<file path="src/rtl/cat_rec_pkg.sv">
// Shared types and constants for the cat recognition MAC sequencer.
// Holds the FSM state encoding, the lane count and the accumulator saturation limits.
package cat_rec_pkg;

  typedef enum logic [2:0] {
    ST_IDLE   = 3'd0,
    ST_FETCH  = 3'd1,
    ST_MAC    = 3'd2,
    ST_DECIDE = 3'd3,
    ST_DONE   = 3'd4
  } state_t;

  localparam int unsigned LANES = 4;

  // Signed range limits for an accumulator of width w (w <= 64).
  function automatic logic signed [63:0] sat_max(input int unsigned w);
    return (64'sd1 <<< (w - 1)) - 64'sd1;
  endfunction

  function automatic logic signed [63:0] sat_min(input int unsigned w);
    return -(64'sd1 <<< (w - 1));
  endfunction

  localparam int unsigned             ACC_W_DEF   = 32;
  localparam logic signed [ACC_W_DEF-1:0] ACC_MAX_DEF = ACC_W_DEF'(sat_max(ACC_W_DEF));
  localparam logic signed [ACC_W_DEF-1:0] ACC_MIN_DEF = ACC_W_DEF'(sat_min(ACC_W_DEF));

endpackage

</file>
<file path="src/rtl/cat_dot4.sv">
// Combinational dot product of unsigned pixels and signed weights across all lanes.
// Each product is formed at full precision and summed without loss.
module cat_dot4
  import cat_rec_pkg::*;
#(
  parameter  int unsigned DATA_WIDTH = 8,
  localparam int unsigned WORD_W     = LANES * DATA_WIDTH,
  localparam int unsigned PROD_W     = 2 * DATA_WIDTH + 1,
  localparam int unsigned DOT_W      = PROD_W + 2
) (
  input  logic              [WORD_W-1:0] pix,
  input  logic              [WORD_W-1:0] wgt,
  output logic signed       [DOT_W-1:0]  dot
);

  logic signed [DATA_WIDTH:0]   pix_ext;
  logic signed [DATA_WIDTH-1:0] wgt_lane;
  logic signed [PROD_W-1:0]     prod;

  always_comb begin
    dot      = '0;
    pix_ext  = '0;
    wgt_lane = '0;
    prod     = '0;
    for (int l = 0; l < int'(LANES); l++) begin
      pix_ext  = {1'b0, pix[l*DATA_WIDTH +: DATA_WIDTH]};
      wgt_lane = wgt[l*DATA_WIDTH +: DATA_WIDTH];
      prod     = pix_ext * wgt_lane;
      dot      = dot + DOT_W'(prod);
    end
  end

endmodule

</file>
<file path="src/rtl/cat_mac_sequencer.sv">
// Walks the image/weight banks word by word, accumulates a saturating dot product,
// then adds the bias and flags a cat when the total is non-negative.
module cat_mac_sequencer
  import cat_rec_pkg::*;
#(
  parameter  int unsigned AMBA_WORD  = 32,
  parameter  int unsigned DATA_WIDTH = 8,
  parameter  int unsigned NUM_WORDS  = 4,
  parameter  int unsigned ACC_WIDTH  = 32,
  localparam int unsigned IDX_W      = (NUM_WORDS > 1) ? $clog2(NUM_WORDS) : 1
) (
  input  logic                        PCLK,
  input  logic                        PRESETn,
  input  logic                        start_i,
  output logic        [IDX_W-1:0]     img_idx_o,
  input  logic        [AMBA_WORD-1:0] img_data_i,
  output logic        [IDX_W-1:0]     w_idx_o,
  input  logic        [AMBA_WORD-1:0] w_data_i,
  input  logic signed [ACC_WIDTH-1:0] bias_i,
  output logic                        busy_o,
  output logic                        iter_done_o,
  output logic signed [ACC_WIDTH-1:0] acc_o,
  output logic                        result_o,
  output logic                        done_o
);

  localparam int unsigned DOT_W = 2 * DATA_WIDTH + 3;
  localparam int unsigned SUM_W = ((ACC_WIDTH > DOT_W) ? ACC_WIDTH : DOT_W) + 1;
  localparam int unsigned DEC_W = ACC_WIDTH + 1;
  localparam logic signed [ACC_WIDTH-1:0] ACC_MAX = ACC_WIDTH'(sat_max(ACC_WIDTH));
  localparam logic signed [ACC_WIDTH-1:0] ACC_MIN = ACC_WIDTH'(sat_min(ACC_WIDTH));
  localparam logic        [IDX_W-1:0]     LAST_K  = IDX_W'(NUM_WORDS - 1);

  state_t                      state_q, state_nxt;
  logic        [IDX_W-1:0]     k_q, k_nxt;
  logic signed [ACC_WIDTH-1:0] acc_nxt;
  logic                        result_nxt;
  logic                        iter_nxt;
  logic        [IDX_W-1:0]     idx_nxt;
  logic signed [DOT_W-1:0]     dot;
  logic signed [SUM_W-1:0]     sum_wide;
  logic signed [DEC_W-1:0]     dec_sum;

  cat_dot4 #(.DATA_WIDTH(DATA_WIDTH)) u_dot4 (
    .pix (img_data_i),
    .wgt (w_data_i),
    .dot (dot)
  );

  // Wide enough that neither the accumulator nor the dot product can overflow before clamping.
  assign sum_wide = SUM_W'(acc_o) + SUM_W'(dot);
  assign dec_sum  = DEC_W'(acc_o) + DEC_W'(bias_i);
  assign w_idx_o  = img_idx_o;

  always_comb begin
    state_nxt  = state_q;
    k_nxt      = k_q;
    acc_nxt    = acc_o;
    result_nxt = result_o;
    iter_nxt   = 1'b0;
    unique case (state_q)
      ST_IDLE: begin
        if (start_i) begin
          acc_nxt   = '0;
          k_nxt     = '0;
          state_nxt = ST_FETCH;
        end
      end
      ST_FETCH: state_nxt = ST_MAC;
      ST_MAC: begin
        iter_nxt = 1'b1;
        if (sum_wide > SUM_W'(ACC_MAX))      acc_nxt = ACC_MAX;
        else if (sum_wide < SUM_W'(ACC_MIN)) acc_nxt = ACC_MIN;
        else                                 acc_nxt = ACC_WIDTH'(sum_wide);
        if (k_q == LAST_K) begin
          state_nxt = ST_DECIDE;
        end else begin
          k_nxt     = k_q + IDX_W'(1);
          state_nxt = ST_FETCH;
        end
      end
      ST_DECIDE: begin
        result_nxt = ~dec_sum[DEC_W-1];
        state_nxt  = ST_DONE;
      end
      ST_DONE: state_nxt = ST_IDLE;
      default: state_nxt = ST_IDLE;
    endcase
    idx_nxt = (state_nxt == ST_FETCH || state_nxt == ST_MAC) ? k_nxt : '0;
  end

  always_ff @(posedge PCLK or negedge PRESETn) begin
    if (!PRESETn) begin
      state_q     <= ST_IDLE;
      k_q         <= '0;
      acc_o       <= '0;
      result_o    <= 1'b0;
      iter_done_o <= 1'b0;
      done_o      <= 1'b0;
      busy_o      <= 1'b0;
      img_idx_o   <= '0;
    end else begin
      state_q     <= state_nxt;
      k_q         <= k_nxt;
      acc_o       <= acc_nxt;
      result_o    <= result_nxt;
      iter_done_o <= iter_nxt;
      done_o      <= (state_nxt == ST_DONE);
      busy_o      <= (state_nxt != ST_IDLE);
      img_idx_o   <= idx_nxt;
    end
  end

endmodule

</file>
<file path="config.mk">
export PLATFORM = sky130hd
export DESIGN_NAME = cat_mac_sequencer
export DESIGN_NICKNAME = d
export VERILOG_FILES = /design/src/rtl/cat_rec_pkg.sv /design/src/rtl/cat_dot4.sv /design/src/rtl/cat_mac_sequencer.sv
export SDC_FILE = /design/constraint.sdc
export NUM_CORES = 1
export LEC_CHECK = 0
export ABC_AREA = 0
export CAP_MARGIN = 20
export CORE_MARGIN = 5
export CORE_UTILIZATION = 45
export DETAILED_ROUTE_END_ITERATION = 8
export HOLD_SLACK_MARGIN = 0.06
export PLACE_DENSITY = 0.65
export SKIP_LAST_GASP = 1
export SLEW_MARGIN = 20
export SYNTH_ARGS = -nofsm -noshare
export SYNTH_HDL_FRONTEND = slang
export SYNTH_SLANG_ARGS = --single-unit
</file>
<file path="constraint.sdc">
create_clock -name PCLK -period 22.1 [get_ports PCLK]
set_input_delay 4.42 -clock PCLK [delete_from_list [all_inputs] [get_ports PCLK]]
set_output_delay 4.42 -clock PCLK [all_outputs]
set_load 0.05 [all_outputs]
</file>
Word level (Yosys, flattened, before mapping)
Cells that the tools add are included.

word-level totals
  register bits after elaboration = 43
  latch bits = 0
  memory bits (writable) = 0
  memory bits (read-only) = 0
  input port bits = 99
  output and inout port bits = 40
  word-level logic and storage cells = 46
  memories kept = 0

cells by class
  add/sub/neg operators = 6
  $mul = 4
  divide/modulo/power cells = 0
  $lt $le $gt $ge = 2
  equality and inequality tests = 8
  shift operators = 0
  muxes and demuxes = 12
  bitwise gates (word level) = 1
  reduce and logical (&&, ||, !) cells = 5

operator list
  kind                                                                             number
  32-bit two-way mux                                                               3
  9-bit by 8-bit multiplier with 17-bit output                                     4
  32-bit case mux with 2 select lines                                              1
  32-bit by 19-bit adder with 33-bit output                                        1
  32-bit by 32-bit adder with 33-bit output                                        1
  33-bit by 32-bit > comparator with 1-bit output (second input constant)          1
  33-bit by 32-bit less-than comparator with 1-bit output (second input constant)  1
  18-bit by 17-bit adder with 19-bit output                                        1
  19-bit by 17-bit adder with 19-bit output                                        1
  17-bit by 17-bit adder with 18-bit output                                        1
  3-bit case mux with 4 select lines                                               1
  3-bit by 2-bit == test with 1-bit output (second input constant)                 3
  2-bit two-way mux                                                                4
  3-bit by 1-bit == test with 1-bit output (second input constant)                 2
  2-bit case mux with 2 select lines                                               1
  3-bit == test (second input constant)                                            1
  3-bit zero test                                                                  1
  3-bit two-way mux                                                                1
  3-bit nonzero test                                                               1
  2-bit by 1-bit adder with 2-bit output (second input constant)                   1
  2-bit == test (second input constant)                                            1
  2-bit != test (second input constant)                                            1
  2-bit AND reduction                                                              1
  2-bit nonzero test                                                               1
  3 further kinds                                                                  3

Longest topological paths before layout
  depth after elaboration = 9
  mapped depth = 29
  gate-level depth less buffers = 25

Hierarchy
From an unflattened synthesis, not the netlist that was laid out.

second synthesis, totals
  cell total of the unflattened synthesis = 1518
  area total of the unflattened synthesis = 13895.8 µm²

by module, submodules not included
  module             times used  cells an instance  area an instance (µm²)  sequential area each (µm²)
  cat_dot4           1           1062               9766.9                  0.0
  cat_mac_sequencer  1           456                4129.0                  1076.0

Worst setup path before layout
OpenSTA, ideal clock, no wires.

  path type = input to register
  start = input img_data_i[4]
  end = register acc_o[28]
  arrival time = 11.110 ns
  slack = 10.864 ns
  stages on the path = 26
  path through = clkbuf_1 -> nand2_1 -> fa_1 -> fa_1 -> inv_1 -> fa_1 -> inv_1 -> fa_1 -> inv_1 -> fa_1 -> inv_1 -> fa_1 -> inv_1 -> fa_1 -> fa_1 -> ha_1 -> nor2b_1 -> o211ai_1 -> a31o_2 -> a211oi_1 -> or3b_4 -> a21o_1 -> and3b_1 -> buf_6 -> buf_8 -> a221o_1

between the ends
  cells in the longest elaborated chain, start to end = 9
  elaborated cells between the ends (all ways) = 10
  those cells by class = add/sub: 4; mul: 1; order compare: 2; mux: 3

RTL lines
  what                                                     RTL line                  source
  start: declaration                                       cat_mac_sequencer.sv:16   input logic [AMBA_WORD-1:0] img_data_i,
  9-bit by 8-bit multiplier with 17-bit output *           cat_dot4.sv:28            prod = pix_ext * wgt_lane;
  17-bit by 17-bit adder with 18-bit output *              cat_dot4.sv:29            dot = dot + DOT_W'(prod);
  18-bit by 17-bit adder with 19-bit output *              cat_dot4.sv:29
  19-bit by 17-bit adder with 19-bit output *              cat_dot4.sv:29
  32-bit by 19-bit adder with 33-bit output *              cat_mac_sequencer.sv:51   assign sum_wide = SUM_W'(acc_o) + SUM_W'(dot);
  33-bit by 32-bit less-than comparator with 1-bit output  cat_mac_sequencer.sv:73   else if (sum_wide < SUM_W'(ACC_MIN)) acc_nxt = ACC_MIN;
  32-bit two-way mux                                       cat_mac_sequencer.sv:73
  32-bit two-way mux *                                     cat_mac_sequencer.sv:72   if (sum_wide > SUM_W'(ACC_MAX)) acc_nxt = ACC_MAX;
  32-bit case mux with 2 select lines *                    cat_mac_sequencer.sv:61   unique case (state_q)
  end signal: assignment                                   cat_mac_sequencer.sv:105  acc_o <= acc_nxt;
  end: declaration                                         cat_mac_sequencer.sv:22   output logic signed [ACC_WIDTH-1:0] acc_o,

Mark *: on every way between the ends. The rest lies on a longest branch, timed or not.
A chain may end at the register's enable or synchronous reset.

Worst setup path in the final report
  start = input img_data_i[4]
  end = register acc_o[16]

The elaborated chain is that of the path after synthesis.

==> flow_summary.html <==
<table>
<tr><th>Metric</th><th>Value</th></tr>
<tr><th colspan="2">Status</th></tr>
<tr><td>Outcome</td><td>completed</td></tr>
<tr><th colspan="2">Placement</th></tr>
<tr><td>Final weighted congestion in routability-driven placement</td><td>between 0.8 and 0.9</td></tr>
<tr><td>HPWL after detailed placement</td><td>31620 um</td></tr>
<tr><td>Buffers added on ports</td><td>about 140</td></tr>
<tr><td>Dpl cells</td><td>2112</td></tr>
<tr><th colspan="2">Final layout</th></tr>
<tr><td>Share of layout cells above drive strength 1</td><td>0.02086</td></tr>
<tr><td>Area grow syn2layout</td><td>13.53%</td></tr>
<tr><td>Final layout net count</td><td>2283</td></tr>
<tr><td>Final core area utilization</td><td>0.5140</td></tr>
<tr><td>Fillers</td><td>around 3000</td></tr>
<tr><td>Filler-free cell count of the finished design</td><td>2120</td></tr>
<tr><td>Number of antenna diodes</td><td>0</td></tr>
<tr><th colspan="2">Die</th></tr>
<tr><td>IO Pins</td><td>139</td></tr>
<tr><td>Die Width</td><td>190.2 um</td></tr>
<tr><td>Die area</td><td>around 36000 um^2</td></tr>
<tr><td>Height of the die</td><td>190.2 um</td></tr>
<tr><td>Cell Rows</td><td>66</td></tr>
<tr><td>Core region area</td><td>between 30000 and 40000 um^2</td></tr>
<tr><td>Initial core utilization</td><td>0.4527</td></tr>
<tr><th colspan="2">Worst setup path</th></tr>
<tr><td>Endpoint required time on the critical path</td><td>22.32 ns</td></tr>
<tr><td>Most numerous cell on the critical path</td><td>fa_1</td></tr>
<tr><td>Arr. time, crit path</td><td>12.70 ns</td></tr>
<tr><td>Highest cell delay on the worst timing path</td><td>about 0.88 ns</td></tr>
<tr><td>Max stage delay cell, worst path</td><td>and3b_1</td></tr>
<tr><td>Critical Setup Path Class</td><td>input pin to flip-flop</td></tr>
<tr><td>Type of element launching the critical path</td><td>input pin</td></tr>
<tr><td>Worst reg-to-reg setup slack</td><td>around 14 ns</td></tr>
<tr><td>Ordered cell list for the critical path</td><td>clkdlybuf4s50_1, nand2_1, fa_1, inv_1, fa_1, fa_1, inv_1, fa_1, inv_1, fa_1, inv_1, fa_1, inv_1, fa_1, fa_1, ha_1, o21ai_0, o21ai_0, nand4_1, a211oi_1, nor3_1, nand3b_1, and3b_1, a221o_2</td></tr>
<tr><td>Buf+Inv Stages, Crit Path</td><td>6</td></tr>
<tr><td>Max FO, Critical Path</td><td>26</td></tr>
<tr><td>Category of the worst setup path capture point</td><td>flip-flop</td></tr>
<tr><td>Family with the most delay on the worst path</td><td>adder cells</td></tr>
<tr><th colspan="2">Timing</th></tr>
<tr><td>Clock Skews</td><td>~0.0078 ns</td></tr>
<tr><td>Final clock period utilization by the worst path</td><td>0.5646</td></tr>
<tr><td>Slew Viols, Final</td><td>0</td></tr>
<tr><td>Final worst hold slack</td><td>0.4917 ns</td></tr>
<tr><td>Highest attainable clock frequency</td><td>80.14 MHz</td></tr>
<tr><td>Slew of the pin with the lowest slew margin</td><td>0.9811 ns</td></tr>
<tr><td>Setup tns final</td><td>0 ns</td></tr>
<tr><td>Total of endpoints with negative setup slack in the final report</td><td>0</td></tr>
<tr><td>Rel. slew slack</td><td>0.3460</td></tr>
<tr><td>RSZ-0062 raised after global routing</td><td>no</td></tr>
<tr><td>Number of failing hold endpoints at the final stage</td><td>0</td></tr>
<tr><td>Final Critical Period</td><td>12.48 ns</td></tr>
<tr><th colspan="2">Synthesis</th></tr>
<tr><td>Syn_nets</td><td>2164</td></tr>
<tr><td>Flip-flop and latch count after synthesis</td><td>43</td></tr>
<tr><td>Cell taking the most area after synthesis</td><td>fa_1</td></tr>
<tr><td>Share of synthesized area occupied by flip-flops and latches</td><td>0.07362</td></tr>
<tr><td>Synth Cell Area</td><td>14620 um^2</td></tr>
<tr><td>Share of the synthesized area in the top cell type</td><td>0.3780</td></tr>
<tr><td>Number of enable-type register cells in the synthesized netlist</td><td>0</td></tr>
<tr><td>Number of synthesis warnings</td><td>0</td></tr>
<tr><td>Cell types with the largest area share after synthesis</td><td>fa_1 38%, ha_1 20%, inv_1 11%</td></tr>
<tr><td>Number of distinct library cells after synthesis</td><td>63</td></tr>
<tr><td>Proportion of register bits with asynchronous set or reset after synthesis</td><td>1.000</td></tr>
<tr><td>Post-synthesis average cell area</td><td>about 9.4 um^2</td></tr>
<tr><td>Most numerous cell in the Yosys netlist</td><td>inv_1</td></tr>
<tr><td>Number of standard cells after synthesis</td><td>around 1600</td></tr>
<tr><td>Post-synth top flop</td><td>dfrtp_1</td></tr>
<tr><td>Top post-synthesis cells by count</td><td>410 x inv_1, 276 x fa_1, 231 x ha_1</td></tr>
<tr><th colspan="2">GRT</th></tr>
<tr><td>GR Util All Layers</td><td>0.2026</td></tr>
<tr><td>Total gr overflow</td><td>0</td></tr>
<tr><td>Antenna violations before repair</td><td>0</td></tr>
<tr><td>Number of global-route vias before repair</td><td>11430</td></tr>
<tr><td>Global-route wire length before repair</td><td>approximately 60000 um</td></tr>
<tr><td>Pin count of the biggest net entering global routing</td><td>44</td></tr>
<tr><th colspan="2">Clock tree</th></tr>
<tr><td>TritonCTS clock tree</td><td>yes</td></tr>
<tr><td>Clock root buffer master</td><td>clkbuf_16</td></tr>
<tr><td>Maximum count of clock buffers along a single path</td><td>2</td></tr>
<tr><td>Worst-Skew Late Latency</td><td>just under 0.3 ns</td></tr>
<tr><td>Setup Buffers After CTS</td><td>0</td></tr>
<tr><td>Max H-tree Level</td><td>2</td></tr>
<tr><td>Quantity of gates resized following cts</td><td>0</td></tr>
<tr><td>Clock transition at the register clock pins on the worst setup and hold paths after CTS</td><td>0.06 ns</td></tr>
<tr><td># clock sinks</td><td>43</td></tr>
<tr><td>Number of CTS-inserted buffers</td><td>5</td></tr>
<tr><td>Hold-fix buffer count after cts</td><td>0</td></tr>
<tr><th colspan="2">Route</th></tr>
<tr><td>Via count</td><td>10820</td></tr>
<tr><td>Detail-routed via count per cell</td><td>5.104</td></tr>
<tr><td>DRT iter0 DRCs</td><td>691</td></tr>
<tr><td>Number of detailed-route iterations in the first pass</td><td>5</td></tr>
<tr><td>Wire length per cell after detailed routing</td><td>16.81 um</td></tr>
<tr><td>Routed wire length</td><td>35640 um</td></tr>
<tr><td>Drt drc</td><td>0</td></tr>
<tr><td>Post-route antenna net violation count</td><td>0</td></tr>
<tr><th colspan="2">Min path</th></tr>
<tr><td>Worst hold path class</td><td>flip-flop to flip-flop</td></tr>
<tr><th colspan="2">Run</th></tr>
<tr><td>Max-capacitance violation count</td><td>0</td></tr>
</table>
[area by class of cell]
type | count | area, um^2 | area share
clock buffer | 6 | 138.9 | 0.008369
clock inverter | 2 | 35.03 | 0.002111
inverter | 410 | 1539 | 0.09274
multi-input combinational | 1077 | 11860 | 0.7148
sequential | 43 | 1076 | 0.06484
tap | 442 | 553.0 | 0.03333
timing repair buffer | 140 | 1391 | 0.08384
[registers in the layout, indices dropped and copies added (netlist names)]
signal	cells
busy_o	1
k_q	2
result_o	1
iter_done_o	1
done_o	1
img_idx_o	2
state_q	3
acc_o	32
[worst paths after layout]
kind | cells past startpoint | end | startpoint
worst max-delay path | 24 | acc_o[16] | img_data_i[4]
worst min-delay path | 1 | img_idx_o[0] | state_q[2]
worst max register to register | 23 | acc_o[16] | acc_o[5]
worst min register to register | 1 | img_idx_o[0] | state_q[2]
max in group asynchronous | 1 | acc_o[4] | PRESETn
min in group asynchronous | 1 | acc_o[29] | PRESETn
[cells by family after synthesis]
group / Yosys count / synth area share
flip-flops: 43 / 0.07362
adder cells (fa/ha/maj): 507 / 0.5758
AO/OA/AOI/OAI: 168 / 0.08303
buffers and inverters: 438 / 0.1155
multiplexers: 1 / 0.0007704
AND/OR/NAND/NOR: 373 / 0.1346
XOR/XNOR: 28 / 0.01678
[through the flow]
stage	setup slack [ns]	area [um^2]
floorplan	10.86	14620
global route	9.235	16590
CTS	9.314	16590
finish	9.621	16590
detailed placement	9.030	16420
global placement	9.177	16420
[layer usage]
metal  up-vias  part of all wire  routed length [um]  global-route usage
met5         -                 0                   0                   0
met4         0             0.013                 449             0.02735
met3        30             0.049                1760             0.02417
met2       261              0.49               17540              0.3464
met1      5455              0.45               15890              0.2865
li1       5074                 -                   -                   -
[layout by cell type, fill, tap and decap left out, types with 6 or more instances in the layout]
master,n
a211oi_1,6
a21o_1,24
a21oi_1,39
a221o_1,20
a221o_2,6
a22o_1,6
a31o_2,8
and2_1,140
clkdlybuf4s50_1,137
dfrtp_1,43
fa_1,276
ha_1,231
inv_1,410
nand2_1,106
nand2b_1,15
nand3_1,13
nand4_1,14
nor2_1,39
nor2b_1,14
nor3_1,10
o21ai_0,20
xnor2_1,22
xor2_1,6
Power is left out: the tool's default activity adds up to more than one toggle a clock period on the data nets, which glitch-free logic cannot reach.
